==> src/rtl/mem_arbiter_pkg.sv <==
// Shared types and constants for the two-master MEM port arbiter.
// Latency: n/a (definitions only).
// Backpressure: n/a (definitions only).
package mem_arbiter_pkg;

    // KV10 datapath widths: 36-bit word, 22-bit physical address.
    localparam int WORD_W  = 36;
    localparam int PADDR_W = 22;

    // Requester count and one-hot bit indices of the arbiter state.
    // Cache and DMA instantiation sites use these to pick their port slot.
    localparam int NUM_RQ   = 2;
    localparam int ARB_IDLE = 0;
    localparam int ARB_GNT0 = 1;
    localparam int ARB_GNT1 = 2;

    typedef enum logic [2:0] {
        ST_IDLE = 3'(1 << ARB_IDLE),
        ST_GNT0 = 3'(1 << ARB_GNT0),
        ST_GNT1 = 3'(1 << ARB_GNT1)
    } arb_state_t;

    // Place a single MEM response bit in the slot of requester idx;
    // the other slot is always 0.
    function automatic logic [0:NUM_RQ-1] route(input logic v, input logic idx);
        logic [0:NUM_RQ-1] r;
        r      = '0;
        r[idx] = v;
        return r;
    endfunction

endpackage

==> src/rtl/mem_watchdog.sv <==
// Watchdog counter: counts enabled cycles, pulses expire on the cycle the count reaches timeout-1.
// Latency: expire is combinational from the registered count and enable.
// Backpressure: none; clear has priority over counting, expire restarts the count.
//
// Ports:
//   clk, reset_n : clock and asynchronous active-low reset
//   clear        : return count to 0 (highest priority)
//   enable       : count this cycle
//   expire       : one-cycle pulse when an enabled cycle finds count == timeout-1
//
// tbits must be wide enough to hold timeout-1; timeout must be >= 1.
module mem_watchdog #(
    parameter int timeout = 255,
    parameter int tbits   = 8
) (
    input  logic clk,
    input  logic reset_n,
    input  logic clear,
    input  logic enable,
    output logic expire
);

    logic [tbits-1:0] count;

    assign expire = enable && (count == tbits'(timeout - 1));

    always_ff @(posedge clk or negedge reset_n) begin
        if (!reset_n) begin
            count <= '0;
        end else if (clear || expire) begin
            count <= '0;
        end else if (enable) begin
            count <= count + 1'b1;
        end
    end

endmodule

==> src/rtl/mem_arbiter.sv <==
// Round-robin arbiter sharing one MEM port between the cache (rq 0) and I/O DMA (rq 1).
// Latency: grant registered (request in cycle N, mem strobe in N+1); acks/nxm routed back same cycle.
// Backpressure: level requests held until ack/nxm; lock keeps the grant for bursts; watchdog turns a lost ack into nxm.
//
// Ports:
//   clk, reset_n                      : clock, asynchronous active-low reset
//   rq_addr/rq_wdata [0:1]            : per-requester address and write data
//   rq_read/rq_write/rq_lock [0:1]    : per-requester level request and burst lock
//   rq_rdata                          : MEM read data, broadcast while a grant is held
//   rq_read_ack/rq_write_ack/rq_nxm   : MEM responses, routed to the granted requester only
//   mem_addr/mem_write_data           : to MEM, from the granted requester
//   mem_read/mem_write                : to MEM, from the granted requester's strobes
//   mem_read_data                     : from MEM
//   mem_read_ack/mem_write_ack/mem_nxm: from MEM, one-cycle pulses
//   busy                              : a grant is held
module mem_arbiter
    import mem_arbiter_pkg::*;
#(
    parameter int timeout = 255,
    parameter int tbits   = 8
) (
    input  logic               clk,
    input  logic               reset_n,
    input  logic [PADDR_W-1:0] rq_addr  [0:NUM_RQ-1],
    input  logic [WORD_W-1:0]  rq_wdata [0:NUM_RQ-1],
    input  logic [0:NUM_RQ-1]  rq_read,
    input  logic [0:NUM_RQ-1]  rq_write,
    input  logic [0:NUM_RQ-1]  rq_lock,
    output logic [WORD_W-1:0]  rq_rdata,
    output logic [0:NUM_RQ-1]  rq_read_ack,
    output logic [0:NUM_RQ-1]  rq_write_ack,
    output logic [0:NUM_RQ-1]  rq_nxm,
    output logic [PADDR_W-1:0] mem_addr,
    output logic [WORD_W-1:0]  mem_write_data,
    output logic               mem_read,
    output logic               mem_write,
    input  logic [WORD_W-1:0]  mem_read_data,
    input  logic               mem_read_ack,
    input  logic               mem_write_ack,
    input  logic               mem_nxm,
    output logic               busy
);

    arb_state_t state, state_nxt;
    logic       rr, rr_nxt;          // last requester served

    logic [0:NUM_RQ-1] req;
    logic              granted;
    logic              gi;           // index of the granted requester
    logic              g_read, g_write, strobe;
    logic              ack_any, nxm_any;
    logic              wd_clear, wd_enable, wd_expire;

    assign req     = rq_read | rq_write;
    assign granted = (state != ST_IDLE);
    assign gi      = state[ARB_GNT1];
    assign busy    = granted;

    // Read wins if a requester illegally raises both strobes.
    assign g_read  = granted && rq_read[gi];
    assign g_write = granted && rq_write[gi] && !rq_read[gi];
    assign strobe  = g_read || g_write;

    // MEM side: straight from the granted requester, all zero when idle
    // (and therefore zero the moment reset forces IDLE).
    assign mem_read       = g_read;
    assign mem_write      = g_write;
    assign mem_addr       = granted ? rq_addr[gi]  : '0;
    assign mem_write_data = granted ? rq_wdata[gi] : '0;

    // Requester side: responses only ever reach the grant holder; a stray
    // ack while idle is dropped.
    assign ack_any      = mem_read_ack || mem_write_ack;
    assign nxm_any      = mem_nxm || wd_expire;
    assign rq_rdata     = granted ? mem_read_data : '0;
    assign rq_read_ack  = route(granted && mem_read_ack,  gi);
    assign rq_write_ack = route(granted && mem_write_ack, gi);
    assign rq_nxm       = route(granted && nxm_any,       gi);

    // Watchdog runs only while a strobe is actually outstanding. Between
    // locked burst beats the strobe is low, so the count freezes instead of
    // clearing; any completion or loss of grant clears it.
    assign wd_enable = strobe && !ack_any && !mem_nxm;
    assign wd_clear  = !granted || ack_any || mem_nxm;

    mem_watchdog #(
        .timeout (timeout),
        .tbits   (tbits)
    ) u_wdog (
        .clk     (clk),
        .reset_n (reset_n),
        .clear   (wd_clear),
        .enable  (wd_enable),
        .expire  (wd_expire)
    );

    always_ff @(posedge clk or negedge reset_n) begin
        if (!reset_n) begin
            state <= ST_IDLE;
            rr    <= 1'b1;               // requester 0 wins the first tie
        end else begin
            state <= state_nxt;
            rr    <= rr_nxt;
        end
    end

    always_comb begin
        state_nxt = state;
        rr_nxt    = rr;
        case (state)
            ST_IDLE: begin
                if (req[0] && req[1]) begin
                    state_nxt = rr ? ST_GNT0 : ST_GNT1;
                end else if (req[0]) begin
                    state_nxt = ST_GNT0;
                end else if (req[1]) begin
                    state_nxt = ST_GNT1;
                end
            end
            ST_GNT0, ST_GNT1: begin
                if (ack_any || nxm_any) begin
                    rr_nxt = gi;
                    // nxm (memory or watchdog) always breaks a lock; a
                    // pending peer takes over without a dead cycle.
                    if (!nxm_any && rq_lock[gi]) begin
                        state_nxt = state;
                    end else if (req[~gi]) begin
                        state_nxt = gi ? ST_GNT0 : ST_GNT1;
                    end else begin
                        state_nxt = ST_IDLE;
                    end
                end else if (!req[gi] && !rq_lock[gi]) begin
                    // Abort, or end of a locked burst: release without
                    // touching rr so fairness is unaffected.
                    state_nxt = ST_IDLE;
                end
            end
            default: state_nxt = ST_IDLE;
        endcase
    end

endmodule
==> config.mk <==
export PLATFORM = sky130hd
export DESIGN_NAME = mem_arbiter
export DESIGN_NICKNAME = d
export VERILOG_FILES = /design/src/rtl/mem_arbiter_pkg.sv /design/src/rtl/mem_watchdog.sv /design/src/rtl/mem_arbiter.sv
export SDC_FILE = /design/constraint.sdc
export NUM_CORES = 1
export LEC_CHECK = 0
export CAP_MARGIN = 0
export CORE_AREA = 2 2 103 105
export CTS_CLUSTER_DIAMETER = 40
export DETAILED_ROUTE_END_ITERATION = 16
export DIE_AREA = 0 0 105 107
export RECOVER_POWER = 50
export SYNTH_ARGS = -nofsm -noshare
export SYNTH_HDL_FRONTEND = slang
export SYNTH_HIERARCHICAL = 1
export SYNTH_SLANG_ARGS = --single-unit
==> constraint.sdc <==
create_clock -name clk -period 3.2 [get_ports clk]
set_input_delay 0.48 -clock clk [delete_from_list [all_inputs] [get_ports clk]]
set_output_delay 0.48 -clock clk [all_outputs]
set_load 0.02 [all_outputs]
# After elaboration in Yosys (flattened, before gate mapping)
# Cells that the tools add are included.
# word_totals
reg_bits	12
input_bits	163
out_inout_bits	103
wordCells	91
# classes
add_sub_neg	1
n_lt_le_gt_ge	3
eq_ne	8
n_mux	38
bitwise	7
n_reduce_logical	31
# ops
operator	count
36-bit 2-to-1 mux	5
22-bit 2-to-1 mux	4
3-bit 2-to-1 mux	9
1-bit 2-to-1 mux	16
8-bit 2-to-1 mux	2
1-bit logical AND	13
8-bit by 1-bit adder with 8-bit output (second input constant)	1
8-bit == test (second input constant)	1
1-bit zero test	7
1-bit logical OR	7
2-bit bitwise AND	3
3-bit inequality test (second input constant)	2
3-bit one-hot mux with 2 select lines	1
2-bit >= comparator (second input constant)	2
4-bit inequality test (second input constant)	1
1-bit NOT with 2-bit output	2
3-bit by 1-bit == test with 1-bit output (second input constant)	1
3-bit by 2-bit == test with 1-bit output (second input constant)	1
3-bit == test (second input constant)	1
3-bit by 1-bit inequality test with 1-bit output (second input constant)	1
3-bit AND reduction	1
2-bit by 1-bit less-than comparator with 1-bit output (second input constant)	1
2-bit OR	1
2-bit AND reduction	1
4 further kinds	4

# Longest topological paths before layout
# logic_depth
depth_word	16
depth_mapped	13
mapped_depth_nobuf	10

# Cells and area by module
# Netlist, hierarchy kept.
# modules_own_cells
module	n_inst	cells_per_inst	area_per_inst_um2	seq_area_each_um2
mem_arbiter	1	171	1252.5	102.6
mem_watchdog	1	45	442.9	200.2

# Worst setup path after synthesis
# Ideal clock, no wire load.
# synth_timing
path_type	reg-to-reg
from	register state[0]
to	register state[0]
setup_ns	0.083
arrival_ns	2.856
required_ns	3.117
path_slack_ns	0.260
path_stages_with_launch	13
path_buffers	2
period_less_slack_ns	2.940
path_cell_list	dfstp_2 nor2b_1 nand2_1 clkbuf_1 nand3b_1 a211oi_1 buf_4 nand4_1 nor2_1 or4_1 or4_4 o211a_1 o311a_1
# synth_between
elab_chain_cells	12
word_cells_on_any_way	22
cone_classes	eq/ne (7); mux (2); reduce/logical (13)
# synth_lines
item	line_no	rtl
start, declared	mem_arbiter.sv:44	arb_state_t state, state_nxt;
start signal, assigned	mem_arbiter.sv:102	state <= state_nxt;
3-bit by 1-bit inequality test with 1-bit output (*)	mem_arbiter.sv:55	assign granted = (state != ST_IDLE);
1-bit logical AND (2 in series)	mem_arbiter.sv:61	assign g_write = granted && rq_write[gi] && !rq_read[gi];
1-bit logical OR (*)	mem_arbiter.sv:62	assign strobe = g_read || g_write;
1-bit logical AND (*) (2 in series)	mem_arbiter.sv:83	assign wd_enable = strobe && !ack_any && !mem_nxm;
net wd_enable	mem_arbiter.sv:52	logic wd_clear, wd_enable, wd_expire;
1-bit logical AND (*)	mem_watchdog.sv:25	assign expire = enable && (count == tbits'(timeout - 1));
net wd_expire	mem_arbiter.sv:52	
1-bit logical OR (*)	mem_arbiter.sv:74	assign nxm_any = mem_nxm || wd_expire;
1-bit zero test	mem_arbiter.sv:125	if (!nxm_any && rq_lock[gi]) begin
1-bit logical AND	mem_arbiter.sv:125	
3-bit inequality test (no line)	n/a	
3-bit AND reduction (no line)	n/a	
# Mark *: on every way through the listed nets, which the timed path passes. The rest lies on a longest branch.
# A chain may end at the register's enable or synchronous reset.

# Final worst setup path
# layout_timing
from	register state[0]
to	output rq_rdata[30]
# layout_between
elab_chain_cells	2
# layout_lines
item	line_no	rtl
3-bit by 1-bit inequality test with 1-bit output	mem_arbiter.sv:55	
36-bit 2-to-1 mux	mem_arbiter.sv:75	assign rq_rdata = granted ? mem_read_data : '0;
end, declared	mem_arbiter.sv:29	output logic [WORD_W-1:0] rq_rdata,
# No other way between the ends.

==> impl_metrics.tcl <==
set metrics [dict create \
    outcome "finished, final reports clean" \
    relSlewSlack_pct 53.1 \
    fin_crit_sh_pct 93.7 \
    hold_path.class "flop to flop" \
    fmax_mhz 334 \
    r2r_end "state[0]" \
    ys.flop_type "dfrtp_1" \
    setup_violations 0 \
    synth-simple-area-share_pct 31.9 \
    hpwl_um 9450 \
    synth.area.top_cells "a22o_1 30%, dfrtp_1 15%, and2_1 14%, clkbuf_1 3.8%, dfstp_2 3.1%" \
    post-place-ws_ns -0.104 \
    finalHoldViolations 0 \
    slowest_stage "dfstp_1" \
    p_comb_share_pct 88.5 \
    place.gp.congestion 0.834 \
    dieArea_um2 11200 \
    num_vias 2826 \
    die_w_um 105 \
    grt_first_pass_wirelength_um 15900 \
    wire_per_inst_um 17.7 \
    cts_tree "yes" \
    r2r_setup_slack_ns 0.36 \
    fin_area_um2 4630 \
    startpoint_type "flop" \
    critPathRequiredTime_ns 2.72 \
    globalRouteTotalUtil_pct 18.1 \
    io_buffer_count 265 \
    critical_path.startpoint "state[0]" \
    cpPeakStageDelay_ns 0.70 \
    core_area_um2 10100 \
    slew_violations 0 \
    grt_max_degree 66 \
    synth_cells 216 \
    numCtsBuffers 3 \
    seq_power_share_pct 6.7 \
    p_sw_mw 1.69 \
    synthArstFlopShare_pct 100 \
    grt_overflow 0 \
    cap_violations 0 \
    rr_startpoint "state[0]" \
    crit_path_max_fanout 38 \
    clkSinkCount 12 \
    ys_ff_latch 12 \
    areaGrowthSynthToFinish_pct 173 \
    dpl_cell_area_um2 4580 \
    synth_compound_area_share_pct 40.3 \
    pwr-share-clk_pct 4.8 \
    postLayoutSetupSlackWorst_ns 0.202 \
    cts_hold_buf 0 \
    worstHoldStart "rr" \
    ant_nets 0 \
    syn_area_um2 1700 \
    final_core_util_pct 45.9 \
    crit_type "flop to output port" \
    drive_above_1_share_pct 5.82 \
    ys_warn_count 6 \
    clock-root-buffer "clkbuf_8" \
    nets 647 \
    tightest_slew_ns 0.697 \
    finalSetupTns_ns 0 \
    powerDensity_nw_per_um2 761 \
    swShare_pct 47.9 \
    skew_ns 0.000691 \
    antenna_found_initial 5 \
    syn_area_per_cell_um2 7.85 \
    syn_nets 381 \
    irDropWorstVdd_v 0.000324 \
    synth_top_family_by_area "compound AO/OA/AOI/OAI gates" \
    hold-path-cell-count 2 \
    synthAdderAreaFrac_pct 1.48 \
    first_global_vias 2834 \
    yosysUniqueCellTypes 43 \
    firstDrtPassIters 4 \
    muxShareOfSynthArea_pct 0.590 \
    seq_area_frac_synth_pct 17.9 \
    synth_top_area_cell "a22o_1" \
    worstRegToRegCells 10 \
    layout_common_cells "257 x clkdlybuf4s50_1, 59 x a22o_1, 20 x and2_1" \
    endpoint_kind "output port" \
    clock_latency_ns 0.24 \
    cp.arrival_ns 2.52 \
    rows 37 \
    drc 0 \
    die_h_um 107 \
    synth-xor-area-share_pct 2.07 \
    total_leakage_power_nw 1.78 \
    detail_route.vias_per_cell 4.56 \
    holdWs_ns 0.488 \
    synth_edf_count 0 \
    routed_wl_um 11000 \
    fill_cells 1028 \
    worstPathCellList "nor2b_1, nand2_1, clkbuf_2, and2_0, clkdlybuf4s50_1" \
    h-tree-depth 1 \
    hold_end "rr" \
    rsz0062_at_grt "no" \
    ios 266 \
    start_util_pct 16.8 \
    power.internal_mw 1.84 \
    clk_path_buf_depth 2 \
    clk_pin_slew_ns 0.05 \
    drt_iter0_markers 231 \
    yosysTopAreaCellShare_pct 30.5 \
    finalCriticalPeriod_ns 3.00 \
    final_common_cell "clkdlybuf4s50_1" \
]
[state kept, by name (all words and copies together) (netlist names)]
signal        cells
rr                1
u_wdog/count      8
state             3
[cells in the mapped netlist, drive strengths merged, types with 4 or more instances]
cell type,number
nor4,4
inv,5
a211oi,6
nor2,13
clkbuf,17
nand2,5
and2,38
nor3,4
nand3,4
dfrtp,10
o21ai,4
nand4,4
a22o,59
[cell type report]
cell class,count,area [µm²],share of cell area (%)
Multi-Input combinational cell,179,1300,28.1
Timing Repair Buffer,281,2770,59.9
Inverter,5,18.8,0.406
Tap cell,136,170,3.68
Clock buffer,4,55.1,1.19
Sequential cell,12,304,6.57
Antenna cell,3,7.51,0.162
[metrics by stage]
stage | instances | total power [mW]
floorplan | 216 | 1.84
global placement | 613 | 3.41
detailed placement | 613 | 3.42
CTS | 617 | 3.59
global route | 619 | 3.73
finish | 620 | 3.52
[worst max path at each step]
| stage | cells past startpoint | slack (ns) | endpoint |
|---|---|---|---|
| 2_1_floorplan | 12 | 0.26 | state[0] |
| 3_3_place_gp | 9 | -0.05 | rq_nxm[0] |
| 4_1_cts | 9 | 0.23 | rq_nxm[0] |
| 3_5_place_dp | 9 | -0.10 | rq_nxm[0] |
| 6_report | 5 | 0.20 | rq_rdata[30] |
| 5_1_grt | 5 | 0.03 | rq_rdata[30] |
[routing by layer]
| layer | share of wire [%] | wire length (µm) | vias up | global-route usage [%] |
|---|---|---|---|---|
| li1 | - | - | 1369 | - |
| met1 | 38 | 4150 | 1272 | 19.9 |
| met2 | 51 | 5640 | 169 | 33.6 |
| met3 | 9.6 | 1060 | 12 | 6.81 |
| met4 | 1.1 | 119 | 4 | 3.05 |
| met5 | 0.24 | 26 | - | 0 |
[power by group through the flow]
| stage | Clock [mW] | Combinational, mW | Sequential [mW] |
|---|---|---|---|
| floorplan | 0 | 1.64 | 0.204 |
| global placement | 0 | 3.17 | 0.241 |
| detailed placement | 0 | 3.18 | 0.243 |
| CTS | 0.169 | 3.18 | 0.240 |
| global route | 0.176 | 3.30 | 0.245 |
| finish | 0.168 | 3.12 | 0.238 |
[kinds of logic after synthesis]
family | Yosys count
AOI/OAI and AO/OA | 82
xor gates and xnor gates | 4
adders and majority gates | 2
buffers and inverters | 25
DFF | 12
muxes | 1
and+or+nand+nor | 90
[worst max-delay path: cells and delay by family, from the launching register on]
| family | cells | cell delay [ns] |
|---|---|---|
| buffers and inverters | 2 | 0.91 |
| DFF | 1 | 0.70 |
| and+or+nand+nor | 3 | 0.67 |
[timing repair]
item | 4_1_cts | 5_1_grt
setup endpoints to repair | 2 | 0
gates resized for setup | 3 | 0
setup buffers | 0 | 0
Power figures use the tool's default switching activity.
